--- src/rtl/lsu_bus_master_pkg.sv ---
// Shared constants for the LSU bus master: access sizes, FSM encodings and
// the alignment rule used by both the accept path and anything that needs it.
package lsu_bus_master_pkg;

  localparam logic [1:0] LSU_SIZE_B = 2'b00;
  localparam logic [1:0] LSU_SIZE_H = 2'b01;
  localparam logic [1:0] LSU_SIZE_W = 2'b10;

  typedef enum logic [2:0] {
    LSU_IDLE  = 3'd0,
    LSU_RD    = 3'd1,
    LSU_RWAIT = 3'd2,
    LSU_WR    = 3'd3,
    LSU_RESP  = 3'd4
  } lsu_state_e;

  // Bytes are always aligned; any size code above half is treated as a word.
  function automatic logic lsu_misaligned(input logic [1:0] size,
                                          input logic [1:0] off);
    logic mis;
    mis = 1'b0;
    if (size == LSU_SIZE_H)      mis = off[0];
    else if (size != LSU_SIZE_B) mis = (off != 2'b00);
    return mis;
  endfunction

endpackage

--- src/rtl/lsu_bus_master_lane_align.sv ---
// Byte/half lane steering shared by the load and store paths: extracts and
// extends a load result, and merges store data into a previously read word.
module lsu_lane_align
  import lsu_bus_master_pkg::*;
#(
  parameter int DATA_WIDTH = 32
)(
  input  logic [DATA_WIDTH-1:0] i_rdata,
  input  logic [DATA_WIDTH-1:0] i_wdata,
  input  logic [1:0]            i_size,
  input  logic [1:0]            i_off,
  input  logic                  i_unsigned,
  output logic [DATA_WIDTH-1:0] o_ld_data,
  output logic [DATA_WIDTH-1:0] o_st_data
);

  logic [7:0]  w_byte;
  logic [15:0] w_half;
  logic        w_sign;

  always_comb begin
    case (i_off)
      2'd0:    w_byte = i_rdata[7:0];
      2'd1:    w_byte = i_rdata[15:8];
      2'd2:    w_byte = i_rdata[23:16];
      default: w_byte = i_rdata[31:24];
    endcase
    w_half = i_off[1] ? i_rdata[31:16] : i_rdata[15:0];
  end

  always_comb begin
    o_ld_data = i_rdata;
    w_sign    = 1'b0;
    case (i_size)
      LSU_SIZE_B: begin
        w_sign    = ~i_unsigned & w_byte[7];
        o_ld_data = {{24{w_sign}}, w_byte};
      end
      LSU_SIZE_H: begin
        w_sign    = ~i_unsigned & w_half[15];
        o_ld_data = {{16{w_sign}}, w_half};
      end
      default: o_ld_data = i_rdata;
    endcase
  end

  // Untouched lanes keep the bytes read back from memory.
  always_comb begin
    o_st_data = i_rdata;
    case (i_size)
      LSU_SIZE_B: o_st_data[{i_off, 3'b000} +: 8]       = i_wdata[7:0];
      LSU_SIZE_H: o_st_data[{i_off[1], 4'b0000} +: 16]  = i_wdata[15:0];
      default:    o_st_data = i_wdata;
    endcase
  end

endmodule

--- src/rtl/lsu_bus_master.sv ---
// EX-stage load/store unit driving a word-wide, strobe-less data bus.
// Sub-word stores are read-modify-write; all bus and response outputs are registered.
module lsu_bus_master
  import lsu_bus_master_pkg::*;
#(
  parameter int ADDR_WIDTH   = 32,
  parameter int DATA_WIDTH   = 32,
  parameter int READ_LATENCY = 1
)(
  input  logic                  clk,
  input  logic                  rst,
  input  logic                  req_valid_i,
  output logic                  req_ready_o,
  input  logic                  req_we_i,
  input  logic [1:0]            req_size_i,
  input  logic                  req_unsigned_i,
  input  logic [ADDR_WIDTH-1:0] req_addr_i,
  input  logic [DATA_WIDTH-1:0] req_wdata_i,
  output logic                  resp_valid_o,
  output logic [DATA_WIDTH-1:0] resp_rdata_o,
  output logic                  resp_err_o,
  output logic                  mem_req_o,
  output logic                  mem_we_o,
  output logic [ADDR_WIDTH-1:0] mem_addr_o,
  output logic [DATA_WIDTH-1:0] mem_wdata_o,
  input  logic [DATA_WIDTH-1:0] mem_rdata_i
);

  lsu_state_e            r_state;
  lsu_state_e            w_next;

  logic                  r_we;
  logic                  r_unsigned;
  logic [1:0]            r_size;
  logic [ADDR_WIDTH-1:0] r_addr;
  logic [DATA_WIDTH-1:0] r_wdata;

  logic                  w_accept;
  logic                  w_req_err;
  logic                  w_capture;
  logic [DATA_WIDTH-1:0] w_ld_data;
  logic [DATA_WIDTH-1:0] w_st_data;

  logic                  w_mem_req_d;
  logic                  w_mem_we_d;
  logic [ADDR_WIDTH-1:0] w_mem_addr_d;
  logic [DATA_WIDTH-1:0] w_mem_wdata_d;
  logic                  w_resp_valid_d;
  logic [DATA_WIDTH-1:0] w_resp_rdata_d;
  logic                  w_resp_err_d;

  assign req_ready_o = rst && (r_state == LSU_IDLE);
  assign w_accept    = req_valid_i && req_ready_o;
  assign w_req_err   = lsu_misaligned(req_size_i, req_addr_i[1:0]);

  // The cycle in which mem_rdata_i holds the word for the outstanding read.
  assign w_capture   = (READ_LATENCY == 0) ? (r_state == LSU_RD)
                                           : (r_state == LSU_RWAIT);

  always_ff @(posedge clk) begin
    if (!rst) r_state <= LSU_IDLE;
    else      r_state <= w_next;
  end

  always_ff @(posedge clk) begin
    if (!rst) begin
      r_we       <= 1'b0;
      r_unsigned <= 1'b0;
      r_size     <= LSU_SIZE_B;
      r_addr     <= '0;
      r_wdata    <= '0;
    end else if (w_accept) begin
      r_we       <= req_we_i;
      r_unsigned <= req_unsigned_i;
      r_size     <= req_size_i;
      r_addr     <= req_addr_i;
      r_wdata    <= req_wdata_i;
    end
  end

  always_comb begin
    w_next = r_state;
    case (r_state)
      LSU_IDLE: begin
        if (w_accept) begin
          if (w_req_err)                     w_next = LSU_RESP;
          else if (!req_we_i)                w_next = LSU_RD;
          else if (req_size_i == LSU_SIZE_W) w_next = LSU_WR;
          else                               w_next = LSU_RD;
        end
      end
      LSU_RD: begin
        if (READ_LATENCY != 0) w_next = LSU_RWAIT;
        else                   w_next = r_we ? LSU_WR : LSU_RESP;
      end
      LSU_RWAIT: w_next = r_we ? LSU_WR : LSU_RESP;
      LSU_WR:    w_next = LSU_RESP;
      LSU_RESP:  w_next = LSU_IDLE;
      default:   w_next = LSU_IDLE;
    endcase
  end

  // Next values for the registered outputs, keyed on the state being entered.
  always_comb begin
    w_mem_req_d    = (w_next == LSU_RD) || (w_next == LSU_WR);
    w_mem_we_d     = (w_next == LSU_WR);
    w_mem_addr_d   = '0;
    w_mem_wdata_d  = '0;
    w_resp_valid_d = (w_next == LSU_RESP);
    w_resp_rdata_d = '0;
    w_resp_err_d   = 1'b0;

    if (w_mem_req_d) begin
      if (r_state == LSU_IDLE) w_mem_addr_d = {req_addr_i[ADDR_WIDTH-1:2], 2'b00};
      else                     w_mem_addr_d = {r_addr[ADDR_WIDTH-1:2], 2'b00};
    end

    if (w_mem_we_d) begin
      if (r_state == LSU_IDLE) w_mem_wdata_d = req_wdata_i;
      else                     w_mem_wdata_d = w_st_data;
    end

    if (w_resp_valid_d) begin
      if (r_state == LSU_IDLE)           w_resp_err_d   = w_req_err;
      else if (w_capture && !r_we)       w_resp_rdata_d = w_ld_data;
    end
  end

  always_ff @(posedge clk) begin
    if (!rst) begin
      mem_req_o    <= 1'b0;
      mem_we_o     <= 1'b0;
      mem_addr_o   <= '0;
      mem_wdata_o  <= '0;
      resp_valid_o <= 1'b0;
      resp_rdata_o <= '0;
      resp_err_o   <= 1'b0;
    end else begin
      mem_req_o    <= w_mem_req_d;
      mem_we_o     <= w_mem_we_d;
      mem_addr_o   <= w_mem_addr_d;
      mem_wdata_o  <= w_mem_wdata_d;
      resp_valid_o <= w_resp_valid_d;
      resp_rdata_o <= w_resp_rdata_d;
      resp_err_o   <= w_resp_err_d;
    end
  end

  lsu_lane_align #(
    .DATA_WIDTH (DATA_WIDTH)
  ) u_lane_align (
    .i_rdata    (mem_rdata_i),
    .i_wdata    (r_wdata),
    .i_size     (r_size),
    .i_off      (r_addr[1:0]),
    .i_unsigned (r_unsigned),
    .o_ld_data  (w_ld_data),
    .o_st_data  (w_st_data)
  );

endmodule

--- config.mk ---
export PLATFORM = sky130hd
export DESIGN_NAME = lsu_bus_master
export DESIGN_NICKNAME = d
export VERILOG_FILES = /design/src/rtl/lsu_bus_master_pkg.sv /design/src/rtl/lsu_bus_master_lane_align.sv /design/src/rtl/lsu_bus_master.sv
export SDC_FILE = /design/constraint.sdc
export NUM_CORES = 1
export LEC_CHECK = 0
export CAP_MARGIN = 15
export CORE_MARGIN = 2
export CORE_UTILIZATION = 50
export DETAILED_ROUTE_END_ITERATION = 8
export PLACE_DENSITY_LB_ADDON = 0.08
export SYNTH_ARGS = -nofsm -noshare
export SYNTH_HDL_FRONTEND = slang
export SYNTH_SLANG_ARGS = --single-unit
--- constraint.sdc ---
create_clock -name clk -period 6.45 [get_ports clk]
set_input_delay 1.29 -clock clk [delete_from_list [all_inputs] [get_ports clk]]
set_output_delay 1.29 -clock clk [all_outputs]
set_load 0.03 [all_outputs]
==> flow_summary.ini <==
[drt]
wl_per_cell_um = 17.7
drtPass1Iterations = 7
drc = 0
via_count = 6828
via_per_inst = 5.62
ant_nets = 0
routed_wl_mm = 21.5
initialDrtViolationCount = 654

[global_route]
grt_pass1_wl_mm = 33.3
grt_max_degree = 72
grt_pass1_vias = 6255
grt.total_usage_pct = 28.7
antenna_found_initial = 0
overflow = 0

[floorplan]
die_w_um = 122
die-area_um2 = 15000
core_area_um2 = 13800
die_y_um = 122
pin_count = 204
start_util_pct = 50.9
rows = 43

[min_path]
holdPathStages = 2
hold_end = mem_addr_o[26]$_SDFF_PN0_
hp-class = reg -> reg
worstHoldStart = r_addr[26]$_SDFFE_PN0N_

[clocking]
tritoncts = yes
insertion_delay_ns = 0.42
cts.sinks = 169
htreeDepth = 4
ctsHoldBuffers = 0
cts_setup_buffers = 0
clock_path_buffers = 2
cts-resized-gates = 0
numCtsBuffers = 17
cts_root_buf = clkbuf_16
clkTransAtPathRegs_ns = 0.07

[worst_setup_path]
crit_cells = 4
worst-endpoint-required_ns = 5.16
cp-end-kind = primary output
rr_startpoint = r_addr[0]$_SDFFE_PN0N_
path_cells = buf_2 -> or4b_4 -> inv_1 -> clkdlybuf4s50_1
critPathTopFamily = buffers and inverters
critPathKind = in -> out
slowest_stage = clkdlybuf4s50_1
cp_max_fo = 3
path_buf_inv = 3
worstPathArrival_ns = 2.64
regToRegSetupSlack_ns = 3.64
critPathLaunchType = input port
rr_endpoint = mem_wdata_o[30]$_SDFF_PN0_
worst_r2r_path_depth = 6
cpPeakStageDelay_ns = 0.66

[timing]
rsz0062_at_grt = no
holdWs_ns = 0.454
slew_headroom_pct = 27.7
fmax_ghz = 0.254
fin_setup_tns_ns = 0
hold_violations = 0
period_minus_slack_ns = 3.93
worst_pin_slew_ns = 1.08
fin_worst_skew_ns = 0.00631
final_max_slew_viol_count = 0
setup_violations = 0
period_share_pct = 61.0

[final_layout]
drive_above_1_share_pct = 5.61
ff_latch_area_um2 = 3380
nNetsFinal = 1130
fillCellCount = 1187
antenna_cells = 0
area_growth_pct = 37.6
final_cells = 1214
multiInputGateArea_um2 = 3210
fin_area_um2 = 9640

[run]
drv_cap = 0

[synthesis]
ys.flop_type = dfxtp_1
synthArstFlopShare_pct = 0
yosys_warnings = 0
ys_seq_area_share_pct = 48.3
synth_cell_types = 47
synth_edf_count = 0
avgSynthCellArea_um2 = 8.15
netlist_instances = 860
synth.cell_area_um2 = 7010
synth-seq-cells = 169

[power]
power.density_nw_per_um2 = 271
combPwrFrac_pct = 16.4
internal_power_mw = 1.89
switchingPower_mw = 0.728
switching_share_pct = 27.8
peakVddDrop_mv = 0.201
cellLeakagePower_nw = 3.92
pwr-share-clk_pct = 40.4
seq_power_share_pct = 43.3

[place]
io_buffers = 201
dpl.hpwl_mm = 14.3
dpl_cell_area_um2 = 9030
globalplace.congestion = 0.897
post-place-cells = 1182

[run_status]
status = completed
## worst reg2reg max path, stage by stage (launching register included)
cell	delay, ns
dfxtp_1	0.50
inv_1	0.14
ha_1	0.38
or4b_1	0.58
nor3b_2	0.64
a221oi_1	0.18
a211oi_1	0.30
## stage by stage
step	power (mW)	utilization, %	setup slack, ns
6_report	2.61	70.0	2.52
5_1_grt	2.72	70.0	2.50
4_1_cts	2.62	70.0	2.51
3_5_place_dp	1.58	65.6	2.52
3_3_place_gp	1.57	65.6	2.54
2_1_floorplan	1.40	-	3.02
## power by group through the flow
stage | Clock (mW) | Sequential, mW | Combinational [mW]
2_1_floorplan | 0 | 1.16 | 0.239
6_report | 1.06 | 1.13 | 0.428
5_1_grt | 1.12 | 1.14 | 0.466
3_3_place_gp | 0 | 1.15 | 0.420
3_5_place_dp | 0 | 1.15 | 0.423
4_1_cts | 1.07 | 1.13 | 0.425
## how the worst max path moves through the flow
stage,to,from,slack [ns]
floorplan,req_ready_o,rst,3.02
global placement,req_ready_o,rst,2.54
detailed placement,req_ready_o,rst,2.52
global route,req_ready_o,rst,2.50
finish,req_ready_o,rst,2.52
CTS,req_ready_o,rst,2.51
## cells in the mapped netlist (6+ instances only)
library cell,instances,area [um^2]
ha_1,6,75.1
a311oi_1,8,70.1
dfxtp_1,169,3380
nand2_1,210,788
clkbuf_1,49,184
a211oi_1,16,120
nand3_1,70,350
buf_1,8,30.0
nand4_1,8,50.1
a21oi_1,64,320
a21boi_0,8,60.1
o21ai_0,8,40.0
nor3_1,19,95.1
buf_2,6,30.0
a221oi_1,35,307
inv_1,36,135
a221o_1,8,80.1
mux2i_1,17,170
nor2_1,66,248
## per-layer routing
| layer | GRT usage (%) | part of all wire [%] |
|---|---|---|
| met4 | 12.4 | 3.3 |
| met5 | 0 | 0 |
| met2 | 44.8 | 46 |
| met3 | 7.20 | 8.6 |
| met1 | 37.8 | 42 |
## layout make-up
| class | instances | area share [%] |
|---|---|---|
| repair buffers | 210 | 21.5 |
| flip-flops and latches | 169 | 35.1 |
| clock buffers | 19 | 4.59 |
| clock inverters | 13 | 1.74 |
| inverters | 36 | 1.40 |
| well taps | 180 | 2.34 |
| multi-input cells | 587 | 33.3 |
## cell families after synthesis
kind of cell,after synthesis,share of synthesized area (%)
muxes,17,2.43
and+or+nand+nor,392,24.1
adders and majority gates,6,1.07
AOI/OAI and AO/OA,170,17.8
DFF,169,48.3
buffers and inverters,105,6.26
other,1,0.0535
## flip-flops by register name, indices dropped and copies added (netlist names)
name and count:
mem_addr_o 30, mem_req_o 1, mem_wdata_o 32, mem_we_o 1, r_addr 32, r_size 2, r_state 3, r_unsigned 1
r_wdata 32, r_we 1, resp_err_o 1, resp_rdata_o 32, resp_valid_o 1
## layout by cell type, fill, tap and decap left out, types with 2 or more instances in the layout
cell / netlist / layout
dfxtp_1: 169 / 169
a22o_1: 3 / 3
nand4_1: 8 / 8
clkdlybuf4s50_1: 0 / 200
mux2i_1: 17 / 17
a221o_1: 8 / 8
nand3_1: 70 / 69
nand2_1: 210 / 210
clkinv_2: 0 / 2
clkinvlp_4: 0 / 4
a211oi_1: 16 / 16
a311oi_1: 8 / 8
bufinv_16: 0 / 3
ha_1: 6 / 6
a211oi_2: 5 / 5
inv_1: 36 / 36
conb_1: 1 / 2
a222oi_1: 2 / 2
nor2_1: 66 / 64
a21oi_1: 64 / 64
a22oi_1: 4 / 4
a221oi_1: 35 / 35
clkbuf_16: 0 / 17
a21boi_0: 8 / 8
o211ai_1: 3 / 3
nor3_1: 19 / 19
o21ai_0: 8 / 8
nand2b_1: 5 / 5
inv_6: 0 / 2
buf_4: 2 / 9
(Power assumes the default switching activity.)
